[config.mk]
export PLATFORM = sky130hd
export DESIGN_NAME = cache_ctrl_gen2
export DESIGN_NICKNAME = d
export VERILOG_FILES = /design/src/rtl/cache_ctrl_gen2.sv
export SDC_FILE = /design/constraint.sdc
export NUM_CORES = 1
export LEC_CHECK = 0
export ABC_AREA = 1
export CAP_MARGIN = 10
export CORE_AREA = 8 8 153 155
export CTS_BUF_LIST = sky130_fd_sc_hd__clkbuf_16
export DETAILED_ROUTE_END_ITERATION = 16
export DIE_AREA = 0 0 161 163
export HOLD_SLACK_MARGIN = 0.08
export PLACE_DENSITY = 0.72
export SLEW_MARGIN = 40
export SYNTH_ARGS = -nofsm -noshare
export SYNTH_HDL_FRONTEND = slang
export SYNTH_SLANG_ARGS = --single-unit
export TNS_END_PERCENT = 10
[constraint.sdc]
create_clock -name clk -period 2.8 [get_ports clk]
set_input_delay 0.84 -clock clk [delete_from_list [all_inputs] [get_ports clk]]
set_output_delay 0.84 -clock clk [all_outputs]
set_load 0.03 [all_outputs]
[src/rtl/cache_ctrl_gen2.sv]
// cache_ctrl_gen2: cache controller sequencing I/D hits, dirty write-back,
// line fills and memory timeouts, with starvation-bounded I/D arbitration.
module cache_ctrl_gen2 #(
    parameter int ADDR_W       = 16,
    parameter int WORD_W       = 16,
    parameter int LINE_WORDS   = 4,
    parameter int TAG_W        = 8,
    parameter int MEM_TIMEOUT  = 255,
    parameter int STARVE_MAX   = 3,
    localparam int OFF_W       = $clog2(LINE_WORDS),
    localparam int LINE_W      = WORD_W * LINE_WORDS,
    localparam int IDX_W       = ADDR_W - OFF_W - TAG_W,
    localparam int MA_W        = ADDR_W - OFF_W
) (
    input  logic              clk,
    input  logic              rst_n,
    input  logic              i_req,
    input  logic [ADDR_W-1:0] i_addr,
    input  logic              i_hit,
    output logic              i_we,
    output logic [LINE_W-1:0] i_wr_line,
    output logic              i_rdy,
    input  logic              d_re_req,
    input  logic              d_we_req,
    input  logic [ADDR_W-1:0] d_addr,
    input  logic [WORD_W-1:0] d_wdata,
    input  logic              d_hit,
    input  logic              d_dirty,
    input  logic [TAG_W-1:0]  d_tag,
    input  logic [LINE_W-1:0] d_rd_line,
    output logic              d_re,
    output logic              d_we,
    output logic              d_dirty_wr,
    output logic [LINE_W-1:0] d_wr_line,
    output logic              d_rdy,
    output logic [MA_W-1:0]   m_addr,
    output logic              m_re,
    output logic              m_we,
    output logic [LINE_W-1:0] m_wr_line,
    input  logic [LINE_W-1:0] m_rd_line,
    input  logic              m_rdy,
    output logic              m_err,
    output logic              err_sticky,
    output logic              idle
);

    localparam int TO_B = $clog2(MEM_TIMEOUT + 1);
    localparam int TO_W = (TO_B > 8) ? TO_B : 8;
    localparam int SV_W = (STARVE_MAX > 0) ? $clog2(STARVE_MAX + 1) : 1;

    typedef enum logic [2:0] {
        S_IDLE, S_D_RD, S_D_WR, S_WB, S_FILL_D, S_FILL_I, S_I_RD, S_ERR
    } state_t;

    state_t          state, state_d;
    logic            we_q, we_d;
    logic [SV_W-1:0] starve, starve_d;
    logic [TO_W-1:0] tcnt, tcnt_d;
    logic            err_d;
    logic            d_req, i_pick, mem_st, to_hit;
    logic            unused;

    assign unused = ^i_addr[OFF_W-1:0];
    assign d_req  = d_re_req | d_we_req;
    assign i_pick = i_req & (~d_req | (starve == SV_W'(STARVE_MAX)));
    assign mem_st = (state == S_WB) | (state == S_FILL_D) | (state == S_FILL_I);
    assign to_hit = (tcnt == TO_W'(MEM_TIMEOUT - 1));

    always_ff @(posedge clk or negedge rst_n) begin
        if (!rst_n) begin
            state      <= S_IDLE;
            we_q       <= 1'b0;
            starve     <= '0;
            tcnt       <= '0;
            err_sticky <= 1'b0;
        end else begin
            state      <= state_d;
            we_q       <= we_d;
            starve     <= starve_d;
            tcnt       <= tcnt_d;
            err_sticky <= err_d;
        end
    end

    always_comb begin
        state_d    = state;
        we_d       = we_q;
        starve_d   = starve;
        tcnt_d     = tcnt;
        err_d      = err_sticky;
        i_we       = 1'b0;
        i_rdy      = 1'b0;
        i_wr_line  = m_rd_line;
        d_re       = 1'b0;
        d_we       = 1'b0;
        d_dirty_wr = 1'b0;
        d_wr_line  = d_rd_line;
        d_rdy      = 1'b0;
        m_addr     = '0;
        m_re       = 1'b0;
        m_we       = 1'b0;
        m_wr_line  = d_rd_line;
        m_err      = 1'b0;
        idle       = 1'b0;
        // Reset forces every strobe low combinationally, even IDLE's.
        if (rst_n) begin
            unique case (state)
                S_IDLE: begin
                    idle = 1'b1;
                    d_re = 1'b1;
                    tcnt_d = '0;
                    if (i_pick) begin
                        starve_d = '0;
                        state_d  = i_hit ? S_I_RD : S_FILL_I;
                    end else if (d_req) begin
                        we_d     = d_we_req;
                        starve_d = i_req ? starve + SV_W'(1) : '0;
                        if (d_hit)
                            state_d = d_we_req ? S_D_WR : S_D_RD;
                        else
                            state_d = d_dirty ? S_WB : S_FILL_D;
                    end else begin
                        starve_d = '0;
                    end
                end
                S_WB: begin
                    m_we   = 1'b1;
                    d_re   = 1'b1;
                    m_addr = {d_tag, d_addr[OFF_W+IDX_W-1:OFF_W]};
                    if (m_rdy) begin
                        state_d = S_FILL_D;
                        tcnt_d  = '0;
                    end
                end
                S_FILL_D: begin
                    m_re      = 1'b1;
                    m_addr    = d_addr[ADDR_W-1:OFF_W];
                    d_wr_line = m_rd_line;
                    if (m_rdy) begin
                        d_we    = 1'b1;
                        state_d = we_q ? S_D_WR : S_D_RD;
                    end
                end
                S_FILL_I: begin
                    m_re   = 1'b1;
                    m_addr = i_addr[ADDR_W-1:OFF_W];
                    if (m_rdy) begin
                        i_we    = 1'b1;
                        state_d = S_I_RD;
                    end
                end
                S_D_WR: begin
                    d_we       = 1'b1;
                    d_dirty_wr = 1'b1;
                    d_rdy      = 1'b1;
                    d_wr_line[d_addr[OFF_W-1:0]*WORD_W +: WORD_W] = d_wdata;
                    state_d    = S_IDLE;
                end
                S_D_RD: begin
                    d_re    = 1'b1;
                    d_rdy   = 1'b1;
                    state_d = S_IDLE;
                end
                S_I_RD: begin
                    i_rdy   = 1'b1;
                    state_d = S_IDLE;
                end
                S_ERR: begin
                    m_err   = 1'b1;
                    state_d = S_IDLE;
                end
            endcase
            if (mem_st && !m_rdy) begin
                tcnt_d = tcnt + TO_W'(1);
                if (to_hit) begin
                    state_d = S_ERR;
                    err_d   = 1'b1;
                end
            end
        end
    end

endmodule

-- After elaboration in Yosys (flattened, before gate mapping)
Index checks and enable logic that the tools add are counted.
- add/subtract/negate cells: 3
- equality and inequality tests: 10
- shift operators: 2
- mux-type cells: 45
- bitwise logic cells: 7
- reductions and logical operators: 12
- operator list (kind ; count):
    64-bit case mux with 2 select lines ; 1
    64-bit bitwise mux ; 1
    64-bit 2-to-1 mux ; 1
    16-bit by 34-bit variable shift with 64-bit output (first input constant) ; 1
    16-bit by 34-bit variable part select with 64-bit output ; 1
    14-bit case mux with 3 select lines ; 1
    6-bit negation with 34-bit output ; 1
    3-bit 2-to-1 mux ; 9
    1-bit 2-to-1 mux ; 20
    8-bit 2-to-1 mux ; 2
    8-bit case mux with 2 select lines ; 1
    3-bit case mux with 5 select lines ; 1
    14-bit 2-to-1 mux ; 1
    3-bit == test (second input constant) ; 4
    2-bit 2-to-1 mux ; 6
    8-bit by 1-bit adder with 8-bit output (second input constant) ; 1
    8-bit == test (second input constant) ; 1
    3-bit by 2-bit == test with 1-bit output (second input constant) ; 2
    3-bit AND reduction ; 2
    1-bit bitwise OR ; 4
    4-bit AND reduction ; 1
    2-bit OR reduction ; 2
    4-bit OR reduction ; 1
    3-bit by 1-bit == test with 1-bit output (second input constant) ; 1
    other kinds (12) ; 13
- register bits: 15
- bits of input ports: 193
- output and inout port bits: 217
- word-level logic and storage cells: 84

-- Depth between registers and ports, before layout
- word-level depth: 8
- mapped depth: 10
- mapped depth without buffers: 10

-- Worst setup path before layout
Ideal clock, no wire load.
- path kind: input-to-output
- start point: input port d_addr[0]
- end point: output port d_wr_line[54]
- arrival: 2.332 ns
- data required time: 1.960 ns
- slack: -0.372 ns
- stages: 7
- path buffers: 0
- path through: inv_1 > ha_1 > nor2_2 > inv_1 > nor2_1 > a22oi_1 > o21ai_0
- longest elaborated chain between the ends: 5
- elaborated cells between the ends (all ways): 6
- classes of those cells: 1 x add/sub; 2 x shift; 3 x mux
- RTL lines (what ; line ; source):
    start: declaration ; 25 ; input logic [ADDR_W-1:0] d_addr,
    6-bit negation with 34-bit output * ; 156 ; d_wr_line[d_addr[OFF_W-1:0]*WORD_W +: WORD_W] = d_wdata;
    16-bit by 34-bit variable part select with 64-bit output / 16-bit by 34-bit variable shift with 64-bit output (equally long branches) ; 156 ;
    64-bit bitwise mux * ; 156 ;
    64-bit case mux with 2 select lines * ; 107 ; unique case (state)
    64-bit 2-to-1 mux * ; 106 ; if (rst_n) begin
    end: declaration ; 34 ; output logic [LINE_W-1:0] d_wr_line,
Every way passes the cells marked *; elsewhere a longest branch is shown, timed or not.

-- Final worst setup path
- start point: input port d_addr[0]
- end point: output port d_wr_line[38]
Same word-level chain as after synthesis.

==> metrics.yaml <==
grt_pass1_wl_mm: 39.8
fin_crit_sh_pct: 116
slew_headroom_pct: 59.8
maxCapViolCount: 0
die_area_sq_um: 26200
status: "complete, but fails checks"
yosysUniqueCellTypes: 29
fmax_mhz: 309
yosys.area.top_type: "buf_4"
start_kind: "input port"
grt_pass1_vias: 6697
internal_power_mw: 2.33
ant_nets: 0
ys_warn_count: 0
nNetsFinal: 1339
crit_slowest_cell: "ha_4"
dp_hpwl_mm: 22.8
arrival_ns: 2.40
syn_to_final_growth_pct: 109
synth-xor-area-share_pct: 0.820
post-place-ws_ns: -0.972
final_cells: 1412
switching_share_pct: 53.4
routed-via-count: 6379
synthSimpleGateAreaFrac_pct: 37.0
postSynthAreaPerCell_sq_um: 5.53
p_per_area_nw_per_um2: 560
cp_num_buf_inv: 6
drive_gt1_share_pct: 34.2
path_cells: "buf_8, clkinvlp_4, ha_4, inv_4, nor2_4, nand3_4, buf_12, buf_16, o22ai_1, nand2_1, o211ai_1, buf_4"
synth_edf_count: 0
p_sw_mw: 2.67
end_kind: "output pin"
clkSinkCount: 15
synthArstFlopShare_pct: 100
drcViolationCount: 0
slowest_delay_ns: 0.30
drv_slew: 0
path_max_fanout: 5
path_delay_family: "buffers and inverters"
cts.reportedPaths.clkPinSlew_ns: 0.05
viasPerCell: 4.52
fp.dieH_um: 163
clock_latency_ns: 0.25
synthMostInstantiatedCell: "nand2_1"
diodes: 0
cts_tree: "done"
synth_top_cells_by_count: "266 x nand2_1, 135 x buf_4, 90 x inv_1, 45 x nand3_1, 37 x o211ai_1"
htree_levels: 1
violations: "setup timing"
die_x_um: 161
synth-main-ff-cell: "dfrtp_1"
finalHoldViolCount: 0
tightest_slew_ns: 0.600
vdd_ir_drop_max_mv: 0.372
syn_inst: 772
critPathKind: "in2out"
crit_required_ns: 1.96
gr-usage-all-layers_pct: 19.2
rsz0062_at_grt: "yes"
io_buffers: 407
num_rows: 53
setup_viol: 64
synth-seq-cells: 15
avgRoutedWirePerCell_um: 19.0
num-fill-cells: 2125
drt-initial-drc-count: 385
gr-total-overflow: 0
routed_wl_mm: 26.8
firstDrtPassIters: 5
seqPwrFrac_pct: 6.4
io_pins: 410
grt_start_max_net_pins: 23
cts-root-buf: "clkbuf_16"
leakagePower_nw: 4.39
placed_cells: 1394
yosys-top-cells-area: "buf_4 24%, nand2_1 23%, dfrtp_1 8.8%"
synth_top_family_by_area: "simple AND/OR/NAND/NOR gates"
core-area_sq_um: 20800
final.setup.worst_slack_ns: -0.440
initial_core_util_pct: 20.5
cts.path.max_buffers: 2
syn-num-nets: 973
power.share.clock_pct: 5.6
place.gp.congestion: 0.937
pwr-share-comb_pct: 88.0
skew_ns: 0.00212
seq_area_frac_synth_pct: 8.79
muxShareOfSynthArea_pct: 0
hold_class: "reg2reg"
synth_fa_ha_area_share_pct: 2.34
cts_buffers: 3
synth_top_area_share_pct: 23.7
antenna_found_initial: 1
syn_area_sq_um: 4270
synth-compound-area-share_pct: 16.8
layout_min_cycle_time_ns: 3.24
[metal layers]
metal	GRT usage, %	vias up	part of all wire [%]
met2	36.2	317	52
li1	-	3106	-
met5	0	-	0
met3	4.12	24	7.3
met4	3.79	0	1.1
met1	21.8	2932	40
[placed cells by master, fill, tap and decap left out, drive strengths merged]
| cell | instances |
|---|---|
| xnor2 | 1 |
| bufbuf | 2 |
| nor3 | 12 |
| buf | 327 |
| nor2 | 40 |
| clkbuf | 4 |
| nand3 | 45 |
| clkinv | 1 |
| o21bai | 1 |
| xor2 | 3 |
| a21oi | 11 |
| o21ai | 26 |
| a22oi | 1 |
| dfrtp | 15 |
| nand3b | 1 |
| nand4 | 17 |
| o211ai | 37 |
| inv | 92 |
| o22ai | 29 |
| clkdlybuf4s50 | 187 |
| or2 | 1 |
| dlygate4sd2 | 1 |
| a22o | 6 |
| nand2 | 268 |
| clkinvlp | 1 |
| ha | 8 |
[cell type report]
| cell class | instances | area, sq um | area share (%) |
|---|---|---|---|
| clock buffer | 3 | 75.1 | 0.840 |
| clock inverter | 1 | 5.00 | 0.0560 |
| inverter | 93 | 365 | 4.09 |
| multi-input combinational | 507 | 2670 | 29.9 |
| sequential | 15 | 375 | 4.20 |
| tap | 275 | 344 | 3.85 |
| timing repair buffer | 518 | 5110 | 57.1 |
[power groups by stage]
stage	sequential, mW	clock, mW	combinational [mW]
final	0.321	0.283	4.41
after floorplan	0.295	0	2.30
after global placement	0.316	0	4.14
after detailed placement	0.315	0	4.16
after global routing	0.328	0.293	4.70
after CTS	0.319	0.288	4.41
[sequential cells by signal (all words and copies together), names as in the netlist]
signal / cells
tcnt: 8
state: 3
starve: 2
err_sticky: 1
we_q: 1
[metrics by stage]
step / instance area (sq um) / setup TNS [ns] / power (mW) / hold slack, ns / utilization, %
6_report: 8940 / -18.85 / 5.01 / 0.471 / 42.9
5_1_grt: 8940 / -25.01 / 5.33 / 0.490 / 42.9
4_1_cts: 8810 / -17.32 / 5.02 / 0.480 / 42.3
3_5_place_dp: 8330 / -56.68 / 4.47 / 0.454 / 40.0
3_3_place_gp: 8330 / -53.07 / 4.46 / 0.457 / 40.0
2_1_floorplan: 4310 / -4.71 / 2.60 / 0.453 / -
[worst reg2reg max path, stage by stage, from the launching register on]
cell,delay [ns]
dfrtp_1,0.43
buf_4,0.18
nor2_4,0.12
nor2_1,0.08
buf_4,0.13
o21ai_1,0.32
nand2_2,0.21
nand2_1,0.10
o21ai_1,0.06
[kinds of logic after synthesis]
kind of cell / after synthesis
AOI/OAI and AO/OA: 111
buffers and inverters: 250
xor gates and xnor gates: 4
and+or+nand+nor: 384
DFF: 15
adders and majority gates: 8
[worst paths after layout]
check / from / endpoint / slack (ns) / cells after the start
max: d_addr[0] / d_wr_line[38] / -0.44 / 12
min: err_sticky / err_sticky / 0.47 / 1
max reg2reg: state[0] / tcnt[5] / 1.05 / 8
min reg2reg: err_sticky / err_sticky / 0.47 / 1
max in group asynchronous: rst_n / tcnt[7] / 1.91 / 3
min in group asynchronous: rst_n / state[1] / 0.60 / 2
[timing repair]
item,CTS,global route
hold buffers,0,0
endpoints found under the setup margin,74,68
cloned,3,0
buffers inserted,9,2
pin swaps,15,16
resized for setup,75,30
Power figures use the tool's default switching activity.
